## src/rtl/dma_rq_tag_manager.sv

```systemverilog
// MRd request issuer and read-tag owner: splits host read commands into single-beat RQ descriptors.
// Optional per-tag timeout is compiled in with `define DMA_RQ_TAG_TIMEOUT_EN.
module dma_rq_tag_manager #(
  parameter int C_BUS_DATA_WIDTH        = 256,
  parameter int C_BUS_KEEP_WIDTH        = C_BUS_DATA_WIDTH / 32,
  parameter int C_WINDOW_SIZE           = 16,
  parameter int C_LOG2_MAX_READ_REQUEST = 9,
  parameter int C_TIMEOUT_CYCLES        = 65535
) (
  input  logic                          CLK,
  input  logic                          RST_N,
  input  logic                          CMD_VALID,
  output logic                          CMD_READY,
  input  logic [63:0]                   CMD_ADDR,
  input  logic [31:0]                   CMD_BYTES,
  input  logic [7:0]                    CFG_WINDOW_LIMIT,
  output logic [C_BUS_DATA_WIDTH-1:0]   M_AXIS_RQ_TDATA,
  output logic [59:0]                   M_AXIS_RQ_TUSER,
  output logic [C_BUS_KEEP_WIDTH-1:0]   M_AXIS_RQ_TKEEP,
  output logic                          M_AXIS_RQ_TLAST,
  output logic                          M_AXIS_RQ_TVALID,
  input  logic                          M_AXIS_RQ_TREADY,
  output logic [C_WINDOW_SIZE-1:0]      BUSY_TAGS,
  output logic [C_WINDOW_SIZE*11-1:0]   SIZE_TAGS,
  input  logic [C_WINDOW_SIZE-1:0]      COMPLETED_TAGS,
  output logic [63:0]                   CURRENT_WINDOW_SIZE,
  output logic [63:0]                   WORD_COUNT,
  output logic [C_WINDOW_SIZE-1:0]      ERROR_TAGS,
  output logic                          CMD_DONE
);

  localparam int TAG_W = (C_WINDOW_SIZE > 1) ? $clog2(C_WINDOW_SIZE) : 1;
  localparam logic [12:0] MRRS_BYTES = 13'(1 << C_LOG2_MAX_READ_REQUEST);
  localparam logic [8:0]  WIN_SIZE9  = 9'(C_WINDOW_SIZE);
  localparam logic [C_BUS_KEEP_WIDTH-1:0] KEEP_VALID = C_BUS_KEEP_WIDTH'(8'h0F);

  localparam logic [2:0] ST_IDLE  = 3'd0;
  localparam logic [2:0] ST_CHUNK = 3'd1;
  localparam logic [2:0] ST_ALLOC = 3'd2;
  localparam logic [2:0] ST_SEND  = 3'd3;
  localparam logic [2:0] ST_DRAIN = 3'd4;

  logic [2:0]                  state_r;
  logic [63:0]                 addr_r;
  logic [31:0]                 rem_r;
  logic [12:0]                 len_r;
  logic [C_WINDOW_SIZE-1:0]    busy_r;
  logic [C_WINDOW_SIZE*11-1:0] size_r;
  logic [63:0]                 cws_r;
  logic [63:0]                 word_count_r;
  logic                        cmd_ready_r;
  logic                        cmd_done_r;
  logic                        tvalid_r;
  logic                        tlast_r;
  logic [C_BUS_DATA_WIDTH-1:0] tdata_r;
  logic [59:0]                 tuser_r;
  logic [C_BUS_KEEP_WIDTH-1:0] tkeep_r;

  logic [8:0]                  limit_s;
  logic [C_WINDOW_SIZE-1:0]    free_s;
  logic                        any_free_s;
  logic [TAG_W-1:0]            pick_s;
  logic                        grant_s;
  logic [C_WINDOW_SIZE-1:0]    grant_vec_s;
  logic [C_WINDOW_SIZE-1:0]    timeout_s;
  logic [12:0]                 rem_cap_s;
  logic [12:0]                 bound_s;
  logic [12:0]                 len_s;

  function automatic logic [63:0] popcount(input logic [C_WINDOW_SIZE-1:0] v);
    logic [63:0] n;
    n = 64'd0;
    for (int j = 0; j < C_WINDOW_SIZE; j++) begin
      n = n + 64'(v[j]);
    end
    return n;
  endfunction

  function automatic logic [C_BUS_DATA_WIDTH-1:0] build_desc(input logic [63:0] addr,
                                                             input logic [10:0] dw,
                                                             input logic [TAG_W-1:0] tag);
    logic [C_BUS_DATA_WIDTH-1:0] d;
    d         = '0;
    d[63:0]   = addr;
    d[74:64]  = dw;
    d[78:75]  = 4'b0000;
    d[103:96] = 8'(tag);
    return d;
  endfunction

  // Chunk length: remaining bytes, MRRS and distance to the next 4 KB boundary
  always_comb begin
    rem_cap_s = (rem_r > 32'd4096) ? 13'd4096 : rem_r[12:0];
    bound_s   = 13'd4096 - {1'b0, addr_r[11:0]};
    len_s     = rem_cap_s;
    if (MRRS_BYTES < len_s) begin
      len_s = MRRS_BYTES;
    end else begin
      len_s = len_s;
    end
    if (bound_s < len_s) begin
      len_s = bound_s;
    end else begin
      len_s = len_s;
    end
  end

  // Lowest free tag under the window limit, judged from registered BUSY_TAGS only
  always_comb begin
    limit_s = ((CFG_WINDOW_LIMIT == 8'd0) || ({1'b0, CFG_WINDOW_LIMIT} > WIN_SIZE9)) ?
              WIN_SIZE9 : {1'b0, CFG_WINDOW_LIMIT};
    pick_s  = '0;
    for (int j = 0; j < C_WINDOW_SIZE; j++) begin
      free_s[j] = ~busy_r[j] & (9'(j) < limit_s);
    end
    for (int j = C_WINDOW_SIZE - 1; j >= 0; j--) begin
      pick_s = free_s[j] ? TAG_W'(j) : pick_s;
    end
    any_free_s  = |free_s;
    grant_s     = (state_r == ST_ALLOC) && any_free_s;
    grant_vec_s = grant_s ? (C_WINDOW_SIZE'(1) << pick_s) : '0;
  end

  // Command sequencing and RQ descriptor registers
  always_ff @(posedge CLK) begin
    if (!RST_N) begin
      state_r      <= ST_IDLE;
      addr_r       <= 64'd0;
      rem_r        <= 32'd0;
      len_r        <= 13'd0;
      word_count_r <= 64'd0;
      cmd_ready_r  <= 1'b0;
      cmd_done_r   <= 1'b0;
      tvalid_r     <= 1'b0;
      tlast_r      <= 1'b0;
      tdata_r      <= '0;
      tuser_r      <= 60'd0;
      tkeep_r      <= '0;
    end else begin
      cmd_done_r <= 1'b0;
      case (state_r)
        ST_IDLE: begin
          if (CMD_VALID && cmd_ready_r) begin
            addr_r       <= CMD_ADDR;
            rem_r        <= CMD_BYTES;
            word_count_r <= 64'd0;
            cmd_ready_r  <= 1'b0;
            state_r      <= ST_CHUNK;
          end else begin
            cmd_ready_r  <= 1'b1;
          end
        end
        ST_CHUNK: begin
          len_r   <= len_s;
          state_r <= ST_ALLOC;
        end
        ST_ALLOC: begin
          if (any_free_s) begin
            tdata_r  <= build_desc(addr_r, len_r[12:2], pick_s);
            tuser_r  <= {52'd0, (len_r == 13'd4) ? 4'h0 : 4'hF, 4'hF};
            tkeep_r  <= KEEP_VALID;
            tlast_r  <= 1'b1;
            tvalid_r <= 1'b1;
            state_r  <= ST_SEND;
          end
        end
        ST_SEND: begin
          if (M_AXIS_RQ_TREADY) begin
            tvalid_r     <= 1'b0;
            tlast_r      <= 1'b0;
            tkeep_r      <= '0;
            addr_r       <= addr_r + 64'(len_r);
            rem_r        <= rem_r - 32'(len_r);
            word_count_r <= word_count_r + 64'(len_r[12:2]);
            state_r      <= (rem_r == 32'(len_r)) ? ST_DRAIN : ST_CHUNK;
          end
        end
        ST_DRAIN: begin
          if (busy_r == '0) begin
            cmd_done_r  <= 1'b1;
            cmd_ready_r <= 1'b1;
            state_r     <= ST_IDLE;
          end
        end
        default: begin
          state_r <= ST_IDLE;
        end
      endcase
    end
  end

  // Tag ownership: grant sets, completion or timeout clears; sizes are kept after release
  always_ff @(posedge CLK) begin
    if (!RST_N) begin
      busy_r <= '0;
      size_r <= '0;
      cws_r  <= 64'd0;
    end else begin
      busy_r <= (busy_r & ~COMPLETED_TAGS & ~timeout_s) | grant_vec_s;
      for (int j = 0; j < C_WINDOW_SIZE; j++) begin
        if (grant_vec_s[j]) begin
          size_r[11*j +: 11] <= len_r[12:2];
        end
      end
      cws_r <= popcount(busy_r);
    end
  end

`ifdef DMA_RQ_TAG_TIMEOUT_EN
  localparam logic [15:0] TMO_LAST = 16'(C_TIMEOUT_CYCLES - 1);

  logic [15:0]              tmo_cnt_r [C_WINDOW_SIZE];
  logic [C_WINDOW_SIZE-1:0] error_r;

  // A tag expires on the cycle its counter has seen C_TIMEOUT_CYCLES busy cycles
  always_comb begin
    timeout_s = '0;
    for (int j = 0; j < C_WINDOW_SIZE; j++) begin
      timeout_s[j] = busy_r[j] & (tmo_cnt_r[j] == TMO_LAST);
    end
  end

  // Per-tag age counters and sticky timeout flags
  always_ff @(posedge CLK) begin
    if (!RST_N) begin
      for (int j = 0; j < C_WINDOW_SIZE; j++) begin
        tmo_cnt_r[j] <= 16'd0;
      end
      error_r <= '0;
    end else begin
      for (int j = 0; j < C_WINDOW_SIZE; j++) begin
        if (grant_vec_s[j]) begin
          tmo_cnt_r[j] <= 16'd0;
        end else if (busy_r[j]) begin
          tmo_cnt_r[j] <= tmo_cnt_r[j] + 16'd1;
          if (timeout_s[j]) begin
            error_r[j] <= 1'b1;
          end
        end
      end
    end
  end

  assign ERROR_TAGS = error_r;
`else
  assign timeout_s  = '0;
  assign ERROR_TAGS = '0;
`endif

  assign CMD_READY           = cmd_ready_r;
  assign CMD_DONE            = cmd_done_r;
  assign M_AXIS_RQ_TDATA     = tdata_r;
  assign M_AXIS_RQ_TUSER     = tuser_r;
  assign M_AXIS_RQ_TKEEP     = tkeep_r;
  assign M_AXIS_RQ_TLAST     = tlast_r;
  assign M_AXIS_RQ_TVALID    = tvalid_r;
  assign BUSY_TAGS           = busy_r;
  assign SIZE_TAGS           = size_r;
  assign CURRENT_WINDOW_SIZE = cws_r;
  assign WORD_COUNT          = word_count_r;

endmodule

```

## config.mk

```make
export PLATFORM = sky130hd
export DESIGN_NAME = dma_rq_tag_manager
export DESIGN_NICKNAME = d
export VERILOG_FILES = /design/src/rtl/dma_rq_tag_manager.sv
export SDC_FILE = /design/constraint.sdc
export NUM_CORES = 1
export LEC_CHECK = 0
export ABC_AREA = 1
export CAP_MARGIN = 0
export CORE_AREA = 2 2 306 308
export DETAILED_ROUTE_END_ITERATION = 10
export DIE_AREA = 0 0 308 310
export PLACE_DENSITY = 0.61
export SYNTH_ARGS = -nofsm -noshare
export SYNTH_HDL_FRONTEND = slang
export SYNTH_SLANG_ARGS = --single-unit
export TNS_END_PERCENT = 50
```

## constraint.sdc

```tcl
create_clock -name CLK -period 6.3 [get_ports CLK]
set_input_delay 0.945 -clock CLK [delete_from_list [all_inputs] [get_ports CLK]]
set_output_delay 0.945 -clock CLK [all_outputs]
set_load 0.005 [all_outputs]
```

# Word-level counts from Yosys, hierarchy flattened
# Index checks and enable logic that the tools add are counted.
[op_classes]
n_reduce_logical = 16
shifts = 1
n_addsub = 19
muxes = 47
eq_ne = 10
magnitude_cmp = 20
bitwise_logic = 35
[op_table]
columns = ["op", "n"]
rows = [
  ["$mux 64", 4],
  ["$pmux 64 s2", 2],
  ["$mux 4", 17],
  ["$add 64x11->64", 1],
  ["$add 64x13->64", 1],
  ["$lt 4x8->1 const A", 8],
  ["$mux 32", 2],
  ["$pmux 32 s2", 1],
  ["$mux 13", 3],
  ["$eq 32x13->1", 1],
  ["$gt 32x13->1 const B", 1],
  ["$lt 3x8->1 const A", 4],
  ["$sub 32x13->32", 1],
  ["$mux 8", 3],
  ["$add 15x1->16", 1],
  ["$and 1x1->1", 16],
  ["$and 16x16->16", 1],
  ["$logic_not 16->1", 1],
  ["$lt 1x8->1 const A", 2],
  ["$lt 2x8->1 const A", 2],
  ["$mux 16", 1],
  ["$not 1->1", 16],
  ["$not 16->16", 1],
  ["$or 16x16->16", 1],
  ["38 further kinds", 57],
]
[totals]
input_bits = 124
output_inout_bits = 664
regBits = 530
wordCells = 177

# Longest topological paths before layout
# Gate-level depths: netlist (run 1).
[depth]
ltp_word = 24
depth_mapped = 25
mapped_depth_nobuf = 24

# Worst setup path after synthesis (run 1)
# Ideal clock, no wire load.
[synth_path]
path_kind = "reg-to-reg"
from = "register rem_r[26]"
to = "register len_r[0]"
path_stages_with_launch = 21
n_path_buf = 1
required_time_ns = 6.168
arrival_time_ns = 3.352
setup_ns = 0.132
synth_period_minus_slack_ns = 3.484
slack_ns = 2.816
cell_sequence = "dfxtp_1 -> or2_2 -> nor2_1 -> nand2_1 -> nor2_1 -> nand3_1 -> or3_1 -> nor3b_1 -> o211ai_1 -> nand2_1 -> nand3_1 -> ha_1 -> nand2_1 -> inv_1 -> nand3_1 -> a31oi_1 -> a2111oi_0 -> clkbuf_1 -> nand3_1 -> nand3_1 -> a21oi_1"
[synth_via]
elab_chain_cells = 6
[synth_rtl]
columns = ["item", "line_no", "source"]
rows = [
  ["start, declared", "45", "logic [31:0] rem_r;"],
  ["start signal, assigned", "173", "rem_r <= rem_r - 32'(len_r);"],
  ["$gt 32x13->1 (*)", "93", "rem_cap_s = (rem_r > 32'd4096) ? 13'd4096 : rem_r[12:0];"],
  ["$mux 13 (*)", "93", ""],
  ["$lt 10x13->1", "96", "if (MRRS_BYTES < len_s) begin"],
  ["$mux 13 (*)", "96", ""],
  ["$lt 13x13->1", "101", "if (bound_s < len_s) begin"],
  ["$mux 13 (*)", "101", ""],
  ["end signal, assigned", "154", "len_r <= len_s;"],
  ["end, declared", "46", "logic [12:0] len_r;"],
]
# Every way passes the cells marked *; elsewhere a longest branch is shown, timed or not.
# A chain may end at the register's enable or synchronous reset.

# Worst setup path after layout (run 1)
[layout_path]
from = "register rem_r[26]"
to = "register len_r[10]"
# Same word-level chain as after synthesis.

==> results of run 1 <==
==> synthesized netlist by cell type (54+ instances only) <==
master    instances  area [µm²]
nand3_1         247        1236
nor2_1          614        2305
a211oi_1         62       465.5
nand2_1         773        2902
buf_2            54       270.3
nor3_1           90       450.4
o21ai_0         136       680.7
buf_4           320        2402
inv_1           456        1712
a31oi_1          64       400.4
ha_1             56       700.7
a21oi_1         209        1046
clkbuf_1         70       262.8
dfxtp_1         457        9149
==> cell families (layout without fill, tap and decap cells) <==
| logic type | count (synthesis) | in the layout | synth area share, % |
|---|---|---|---|
| xor gates and xnor gates | 60 | 60 | 1.992 |
| DFF | 457 | 457 | 34.68 |
| and+or+nand+nor | 1867 | 1867 | 29.83 |
| adders and majority gates | 69 | 69 | 3.642 |
| AOI/OAI and AO/OA | 526 | 526 | 11.42 |
| other | 2 | 320 | 0.02847 |
| buffers and inverters | 956 | 1079 | 18.41 |
==> worst max-delay path by stage <==
| stage | depth (start not counted) | end | slack [ns] | from |
|---|---|---|---|---|
| 6_report | 21 | len_r[10]$_SDFFE_PN0P_ | 1.89 | rem_r[26]$_SDFFE_PN0P_ |
| 5_1_grt | 21 | len_r[12]$_SDFFE_PN0P_ | 1.45 | rem_r[26]$_SDFFE_PN0P_ |
| 4_1_cts | 21 | len_r[10]$_SDFFE_PN0P_ | 1.93 | rem_r[26]$_SDFFE_PN0P_ |
| 3_5_place_dp | 23 | SIZE_TAGS[116]$_SDFFE_PN0P_ | 1.66 | CFG_WINDOW_LIMIT[2] |
| 3_3_place_gp | 23 | SIZE_TAGS[116]$_SDFFE_PN0P_ | 1.74 | CFG_WINDOW_LIMIT[2] |
| 2_1_floorplan | 20 | len_r[0]$_SDFFE_PN0P_ | 2.82 | rem_r[26]$_SDFFE_PN0P_ |
==> metal layers <==
| layer | GRT usage [%] | wire length (µm) |
|---|---|---|
| met1 | 26.26 | 44330 |
| met2 | 34.44 | 48340 |
| met3 | 4.025 | 6480 |
| met4 | 7.022 | 3326 |
| met5 | 0 | 155 |
==> final cells by class <==
| class | instances | area (µm²) |
|---|---|---|
| diodes | 9 | 22.52 |
| clock buffers | 69 | 1520 |
| clock inverters | 29 | 341.6 |
| fillers | 10030 | 59560 |
| inverters | 472 | 1777 |
| multi-input cells | 2833 | 13580 |
| flip-flops and latches | 457 | 9149 |
| well taps | 1197 | 1498 |
| repair buffers | 509 | 5046 |
==> registers in the layout (all words and copies together), names as in the netlist <==
| name | cells |
|---|---|
| addr_r | 64 |
| CURRENT_WINDOW_SIZE | 5 |
| len_r | 13 |
| M_AXIS_RQ_TKEEP | 1 |
| M_AXIS_RQ_TDATA | 79 |
| CMD_DONE | 1 |
| BUSY_TAGS | 16 |
| WORD_COUNT | 64 |
| M_AXIS_RQ_TUSER | 2 |
| CMD_READY | 1 |
| state_r | 3 |
| SIZE_TAGS | 176 |
| rem_r | 32 |
==> metrics by stage <==
| step | std cells | setup slack (ns) | instance area, µm² | utilization [%] |
|---|---|---|---|---|
| after floorplan | 4246 | 2.816 | 27540 | - |
| after global placement | 5468 | 1.745 | 31050 | 33.57 |
| after detailed placement | 5468 | 1.662 | 31050 | 33.57 |
| after CTS | 5566 | 1.931 | 32910 | 35.58 |
| after global routing | 5575 | 1.450 | 32930 | 35.61 |
| final | 5575 | 1.891 | 32930 | 35.61 |
==> where the power goes <==
| group | internal [mW] | switching, mW | leakage, nW | total, mW |
|---|---|---|---|---|
| clock network | 1.92 | 1.39 | 0.910 | 3.31 |
| logic | 2.22 | 4.19 | 8.71 | 6.42 |
| registers | 3.46 | 0.690 | 3.71 | 4.15 |
==> critical path, cell delays in order (launching register included) <==
cell	delay, ns
dfxtp_1	0.34
or2_2	0.31
nor2_1	0.21
nand2_1	0.09
nor2_1	0.19
nand3_1	0.19
or3_1	0.35
nor3b_1	0.21
o211ai_1	0.12
nand2_1	0.21
nand3_1	0.19
ha_1	0.34
nand2_1	0.07
inv_1	0.06
nand3_1	0.07
a31oi_1	0.09
a2111oi_1	0.34
buf_4	0.26
nand2_1	0.26
nor2_1	0.25
nand2_1	0.09
a21oi_1	0.13
==> qor.yml, run 1 <==
outcome: "finished clean"
cts_hold_buf: 0
crit_arrival_ns: 4.97
wl_per_cell_um: 18.41
yosysUniqueCellTypes: 55
ys_warn_count: 0
drtIter0Drc: 1858
start_kind: "register"
start_util_pct: 28.53
ctsResizeCount: 0
die_area_um2: 95480
dpl.hpwl_mm: 75.93
grt_usage_pct: 20.53
syn_inst: 3937
min_period_ns: 4.409
finalSetupTns_ns: 0
synth-edff-count: 0
critical_path_required_ns: 6.86
hold_slack_ns: 0.4643
holdPathStages: 2
vias: 25610
grt_setup_unrepaired: "false"
critPathCaptureType: "register"
grt_pass1_vias: 23520
numCtsBuffers: 56
cap_viol_max_count: 0
fp-row-count: 112
grt-ovfl-total: 0
ff2ff_path_depth: 21
hold_class: "reg -> reg"
fp.dieH_um: 310
port-buffer-count: 479
synthArstFlopShare_pct: 0
layout_common_cells: "nand2_1, nor2_1, clkdlybuf4s50_1"
syn_avg_cell_area_um2: 6.701
htreeDepth: 2
peakVddDrop_mv: 0.2909
cp_max_fo: 11
drc: 0
cts_tree: "built"
wl_mm: 102.6
min_to: "M_AXIS_RQ_TDATA[55]$_SDFFE_PN0P_"
fmax_ghz: 0.2268
yosysSeqAreaShare_pct: 34.68
worstMarginPinSlew_ns: 1.198
synth_flop_cell: "dfxtp_1"
finalSetupViolCount: 0
fin_crit_sh_pct: 69.98
vias_per_cell: 4.593
skew_ns: 0.04888
clock_path_buffers: 3
drtPass1Iterations: 6
worstHoldStart: "M_AXIS_RQ_TDATA[55]$_SDFFE_PN0P_"
grt_max_degree: 182
core_um2: 92490
r2r-start: "rem_r[26]$_SDFFE_PN0P_"
layout.nets: 4522
slew_headroom_pct: 19.87
ant_nets: 0
ios: 788
path_clk_slew_ns: 0.06
finalPower_mw: 13.88
drive_gt1_share_pct: 4.486
cts.sinks: 457
gp_congestion: 0.9246
worstSetupPathType: "reg -> reg"
r2r_slack_ns: 1.89
final_common_cell: "nand2_1"
synth_area_um2: 26380
finalHoldViolCount: 0
areaGrowthSynthToFinish_pct: 24.82
grt_pass1_wl_mm: 148.9
clkLatencyLatePin_ns: 0.65
antenna_found_initial: 23
cts_root_buffer: "clkbuf_16"
p_leak_nw: 13.33
r2r-end: "len_r[10]$_SDFFE_PN0P_"
drv_slew: 0
cts_setup_buffers: 0
die_x_um: 308
power_density_nw_per_um2: 421.6
synth_seq_cells: 457
Note: power is estimated with default switching activity, not from simulation.
==> run 2, diff against run 1 <==
--- a/config.mk
+++ b/config.mk
@@ -7,10 +7,10 @@
 export LEC_CHECK = 0
 export ABC_AREA = 1
 export CAP_MARGIN = 0
-export CORE_AREA = 2 2 306 308
+export CORE_AREA = 2 2 305 307
 export DETAILED_ROUTE_END_ITERATION = 10
-export DIE_AREA = 0 0 308 310
-export PLACE_DENSITY = 0.61
+export DIE_AREA = 0 0 307 309
+export PLACE_DENSITY = 0.63
 export SYNTH_ARGS = -nofsm -noshare
 export SYNTH_HDL_FRONTEND = slang
 export SYNTH_SLANG_ARGS = --single-unit
==> constraint.sdc (replaced) <==
create_clock -name CLK -period 4 [get_ports CLK]
set_input_delay 0.6 -clock CLK [delete_from_list [all_inputs] [get_ports CLK]]
set_output_delay 0.6 -clock CLK [all_outputs]
set_load 0.005 [all_outputs]
==> qor.yml, run 2 (synthesis results as in run 1) <==
grt_max_degree: 130
start_kind: "register"
die_area_um2: 94860
drv_slew: 0
internal_power_mw: 12.48
gp_congestion: 0.9416
final_common_cell: "nand2_1"
cts_hold_buf: 0
combPwrFrac_pct: 47.6
drtIter0Drc: 2050
die_x_um: 307
crit_arrival_ns: 4.20
cts_root_buffer: "clkbuf_16"
path_clk_slew_ns: 0.06
power_frac_seq_pct: 28.2
grt_busiest_layer: "met2"
hold_slack_ns: 0.3573
cap_viol_max_count: 0
finalSetupViolCount: 0
cp_max_fo: 10
pwr-share-clk_pct: 24.2
slew_headroom_pct: 31.71
fp-row-count: 111
outcome: "finished clean"
cts_tree: "built"
place_area_um2: 31480
p_leak_nw: 13.67
cts.sinks: 457
worstMarginPinSlew_ns: 1.023
hold_class: "in -> reg"
switching_share_pct: 44.79
ff2ff_path_depth: 22
clock_path_buffers: 3
r2r-end: "len_r[2]$_SDFFE_PN0P_"
grtUsageMet2_pct: 34.82
grt_pass1_wl_mm: 150.7
critPathCaptureType: "register"
fin_crit_sh_pct: 91.54
finalSetupTns_ns: 0
grt_usage_pct: 20.79
fin_ws_ns: 0.3385
use_met1_pct: 25.52
port-buffer-count: 479
crit_start: "rem_r[26]$_SDFFE_PN0P_"
r2r-start: "rem_r[26]$_SDFFE_PN0P_"
wl_per_cell_um: 18.34
layout.nets: 4578
worstSetupPathType: "reg -> reg"
final_area_um2: 33550
endpoint: "len_r[2]$_SDFFE_PN0P_"
grt-ovfl-total: 0
r2r_slack_ns: 0.34
ios: 788
grt_pass1_vias: 24110
start_util_pct: 28.87
ant_nets: 0
skew_ns: 0.04523
fmax_ghz: 0.2731
peakVddDrop_mv: 0.4558
vias_per_cell: 4.608
min_period_ns: 3.662
layout_common_cells: "nand2_1, nor2_1, clkdlybuf4s50_1"
areaGrowthSynthToFinish_pct: 27.17
drive_gt1_share_pct: 5.914
htreeDepth: 2
clkLatencyLatePin_ns: 0.64
grt_use_met3_pct: 5.125
fp.dieH_um: 309
finalHoldViolCount: 0
wl_mm: 103.2
power_density_nw_per_um2: 673.7
antenna_found_initial: 20
core_um2: 91390
fin_util_pct: 36.71
power_switching_mw: 10.13
critical_path_required_ns: 4.54
largest_register_ffs: 176
place_ws_ns: 0.09906
drc: 0
drtPass1Iterations: 7
dpl.hpwl_mm: 77.86
numCtsBuffers: 56
vias: 25930
run 2: cell count changes in the layout (fill, tap and decap cells not counted), sizes merged:
cell      change
buf          +56
clkinvlp      +1
bufinv        +1
clkbuf        +9
clkinv        -7
inv           +1
diode         +2
run 2: routing by layer:
layer | share of wire [%] | routed length, µm
met1 | 41 | 42210
met5 | 0.14 | 140
met2 | 47 | 48960
met3 | 8.0 | 8298
met4 | 3.5 | 3593
run 2: how the worst min path moves through the flow:
stage,start,to,slack [ns],cells past startpoint
2_1_floorplan,M_AXIS_RQ_TDATA[11]$_SDFFE_PN0P_,M_AXIS_RQ_TDATA[11]$_SDFFE_PN0P_,0.46,2
3_3_place_gp,M_AXIS_RQ_TDATA[41]$_SDFFE_PN0P_,M_AXIS_RQ_TDATA[41]$_SDFFE_PN0P_,0.45,2
3_5_place_dp,M_AXIS_RQ_TDATA[55]$_SDFFE_PN0P_,M_AXIS_RQ_TDATA[55]$_SDFFE_PN0P_,0.45,2
4_1_cts,RST_N,SIZE_TAGS[146]$_SDFFE_PN0P_,0.33,3
5_1_grt,RST_N,SIZE_TAGS[146]$_SDFFE_PN0P_,0.35,3
6_report,RST_N,SIZE_TAGS[146]$_SDFFE_PN0P_,0.36,3
run 2: worst max-delay path: stages, from the launching register on:
cell and delay (ns):
dfxtp_1 0.33, or2_2 0.33, nor2_2 0.14, nand2_1 0.11
nor2_4 0.12, nand3_2 0.12, or3_1 0.34, nor3b_2 0.16
o211ai_1 0.12, nand2_2 0.11, buf_4 0.13, nand3_1 0.13
ha_1 0.33, a21oi_1 0.13, nor2_1 0.05, a211oi_1 0.18
nand2_1 0.11, nand2_1 0.10, nand2_1 0.08, buf_4 0.20
nand2_1 0.07, nand3_1 0.07, a21oi_1 0.12
run 2: power groups by stage:
stage / sequential [mW] / combinational (mW) / clock [mW]
floorplan: 6.19 / 6.86 / 0
global placement: 6.43 / 10.6 / 0
detailed placement: 6.45 / 10.6 / 0
CTS: 6.36 / 10.7 / 5.59
global route: 6.47 / 12.0 / 5.80
finish: 6.37 / 10.8 / 5.47
run 2: metrics by stage:
step                      power (mW)  std cells
after global placement         16.99       5512
after global routing           24.29       5625
after detailed placement       17.07       5512
after floorplan                13.04       4246
final                          22.60       5627
after CTS                      22.62       5615
run 2: what timing repair did:
item | in CTS | in global routing
setup endpoints to repair | 0 | 13
setup buffers | 0 | 1
hold endpoints to repair | 0 | 0
resized for setup | 0 | 11
run 2: area by class of cell:
type	count	area [µm²]
Fill cell	9766	57830
Multi-Input combinational cell	2833	13620
Sequential cell	457	9149
Timing Repair Buffer	565	5504
Inverter	472	1777
Clock buffer	78	1614
Tap cell	1186	1484
Clock inverter	25	380.4
Antenna cell	11	27.53
==> run 3, diff against run 2 <==
--- a/config.mk
+++ b/config.mk
@@ -10,6 +10,7 @@
 export CORE_AREA = 2 2 305 307
 export DETAILED_ROUTE_END_ITERATION = 10
 export DIE_AREA = 0 0 307 309
+export GPL_TIMING_DRIVEN = 0
 export PLACE_DENSITY = 0.63
 export SYNTH_ARGS = -nofsm -noshare
 export SYNTH_HDL_FRONTEND = slang
==> qor.yml, run 3 (synthesis results as in run 1) <==
clock_path_buffers: 3
slew_headroom_pct: 9.079
drtPass1Iterations: 5
gp_congestion: 0.9485
grt_pass1_vias: 25660
layout.nets: 4976
clkLatencyLatePin_ns: 0.65
critPathCaptureType: "register"
worstMarginPinSlew_ns: 1.364
finalSetupTns_ns: 0
die_x_um: 307
fp-row-count: 111
wl_per_cell_um: 19.11
vias: 27670
min_to: "M_AXIS_RQ_TDATA[56]$_SDFFE_PN0P_"
cp_max_fo: 10
dpl.cell_count: 5910
ff2ff_path_depth: 14
cts_root_buffer: "clkbuf_16"
ant_nets: 0
outcome: "finished clean"
critPathSlowestCell: "buf_1"
r2r_slack_ns: 0.09
wl_mm: 114.9
vias_per_cell: 4.600
power_density_nw_per_um2: 648.1
drive_gt1_share_pct: 11.67
core_um2: 91390
path_clk_slew_ns: 0.06
drv_slew: 0
cts.sinks: 457
cts_hold_buf: 0
grt_usage_pct: 23.15
skew_ns: 0.03991
fmax_ghz: 0.2557
fin_crit_sh_pct: 97.78
min_period_ns: 3.911
port-buffer-count: 478
path_cells: "inv_1 -> buf_1 -> ha_1 -> a21oi_1 -> o21ai_0 -> a21oi_1 -> nand2_1 -> inv_1 -> nand2_1 -> or3_1 -> nor3_1 -> xor2_1 -> nand2_1 -> a21oi_1"
htreeDepth: 2
start_util_pct: 28.87
final_area_um2: 35890
r2r-start: "len_r[10]$_SDFFE_PN0P_"
antenna_found_initial: 16
numCtsBuffers: 56
crit_arrival_ns: 4.47
areaGrowthSynthToFinish_pct: 36.02
dpl.hpwl_mm: 91.53
cp_top_family: "buffers and inverters"
holdPathStages: 2
final_common_cell: "nand2_1"
drc: 0
fin_cells: 6015
cap_viol_max_count: 0
ios: 788
finalSetupViolCount: 0
grt_pass1_wl_mm: 164.3
place_area_um2: 33810
fillers: 9753
worstHoldStart: "M_AXIS_RQ_TDATA[56]$_SDFFE_PN0P_"
drtIter0Drc: 2065
start_kind: "register"
cts_tree: "built"
worstSetupPathType: "reg -> reg"
p_leak_nw: 15.37
r2r-end: "rem_r[29]$_SDFFE_PN0P_"
grt-ovfl-total: 0
path_buf_inv: 3
fp.dieH_um: 309
grt_setup_unrepaired: "true"
hold_slack_ns: 0.4699
layout_common_cells: "nand2_1, nor2_1, clkdlybuf4s50_1"
critical_path_required_ns: 4.56
largest_register_ffs: 176
critPathMaxStageDelay_ns: 0.89
die_area_um2: 94860
grt_max_degree: 17
finalPower_mw: 23.26
peakVddDrop_mv: 0.4607
hold_class: "reg -> reg"
finalHoldViolCount: 0
-- run 3: changes by cell type in the layout (fill, tap and decap cells not counted), sizes merged --
cell,previous run,this run
clkinvlp,6,4
diode,11,3
inv,473,474
buf,87,411
clkbuf,78,149
bufinv,6,7
clkinv,12,13
-- run 3: stage by stage --
stage,utilization [%],setup WS (ns)
2_1_floorplan,-,0.5157
3_3_place_gp,37.00,-0.2632
3_5_place_dp,37.00,-0.3132
4_1_cts,39.15,0.04187
5_1_grt,39.27,-0.1004
6_report,39.27,0.08899
-- run 3: layout make-up --
cell class,count,area [µm²],area share [%]
multi-input cells,2833,13620,37.95
flip-flops and latches,457,9161,25.53
repair buffers,480,4800,13.37
plain buffers,483,3098,8.633
inverters,472,1772,4.937
clock buffers,75,1553,4.327
well taps,1186,1484,4.135
clock inverters,26,392.9,1.095
diodes,3,7.507,0.02092
-- run 3: worst max path at each step --
| stage | start | endpoint | slack [ns] | cells after the start |
|---|---|---|---|---|
| after global placement | len_r[8]$_SDFFE_PN0P_ | rem_r[29]$_SDFFE_PN0P_ | -0.26 | 14 |
| final | len_r[10]$_SDFFE_PN0P_ | rem_r[29]$_SDFFE_PN0P_ | 0.09 | 14 |
| after detailed placement | len_r[8]$_SDFFE_PN0P_ | rem_r[29]$_SDFFE_PN0P_ | -0.31 | 14 |
| after CTS | len_r[8]$_SDFFE_PN0P_ | rem_r[29]$_SDFFE_PN0P_ | 0.04 | 14 |
| after floorplan | rem_r[26]$_SDFFE_PN0P_ | len_r[0]$_SDFFE_PN0P_ | 0.52 | 20 |
| after global routing | len_r[10]$_SDFFE_PN0P_ | rem_r[29]$_SDFFE_PN0P_ | -0.10 | 14 |
-- run 3: repair_timing --
action / in CTS / in global routing
buffers inserted: 0 / 2
pin swaps: 0 / 4
gates resized for setup: 14 / 30
endpoints found under the setup margin: 23 / 24
-- run 3: metal layers --
layer / share of wire (%) / global-route usage (%) / wire [µm]
met5: 0.11 / 0 / 126
met4: 4.2 / 9.688 / 4883
met3: 7.6 / 4.885 / 8692
met2: 47 / 39.11 / 53910
met1: 41 / 28.54 / 47320
-- run 3: where the power goes --
| part | internal, mW | switching [mW] | total, mW | leakage [nW] |
|---|---|---|---|---|
| clock | 3.20 | 2.22 | 5.42 | 0.940 |
| combinational | 3.96 | 7.25 | 11.2 | 10.7 |
| sequential | 5.46 | 1.16 | 6.63 | 3.71 |
| total | 12.6 | 10.6 | 23.3 | 15.4 |
-- run 3: worst reg2reg max path: stages, from the launching register on --
cell     delay (ns)
dfxtp_2        0.50
inv_1          0.28
buf_1          0.89
ha_1           0.45
a21oi_1        0.22
o21ai_0        0.10
a21oi_1        0.12
nand2_1        0.12
inv_1          0.11
nand2_1        0.07
or3_1          0.35
nor3_1         0.24
xor2_1         0.17
nand2_1        0.06
a21oi_1        0.14
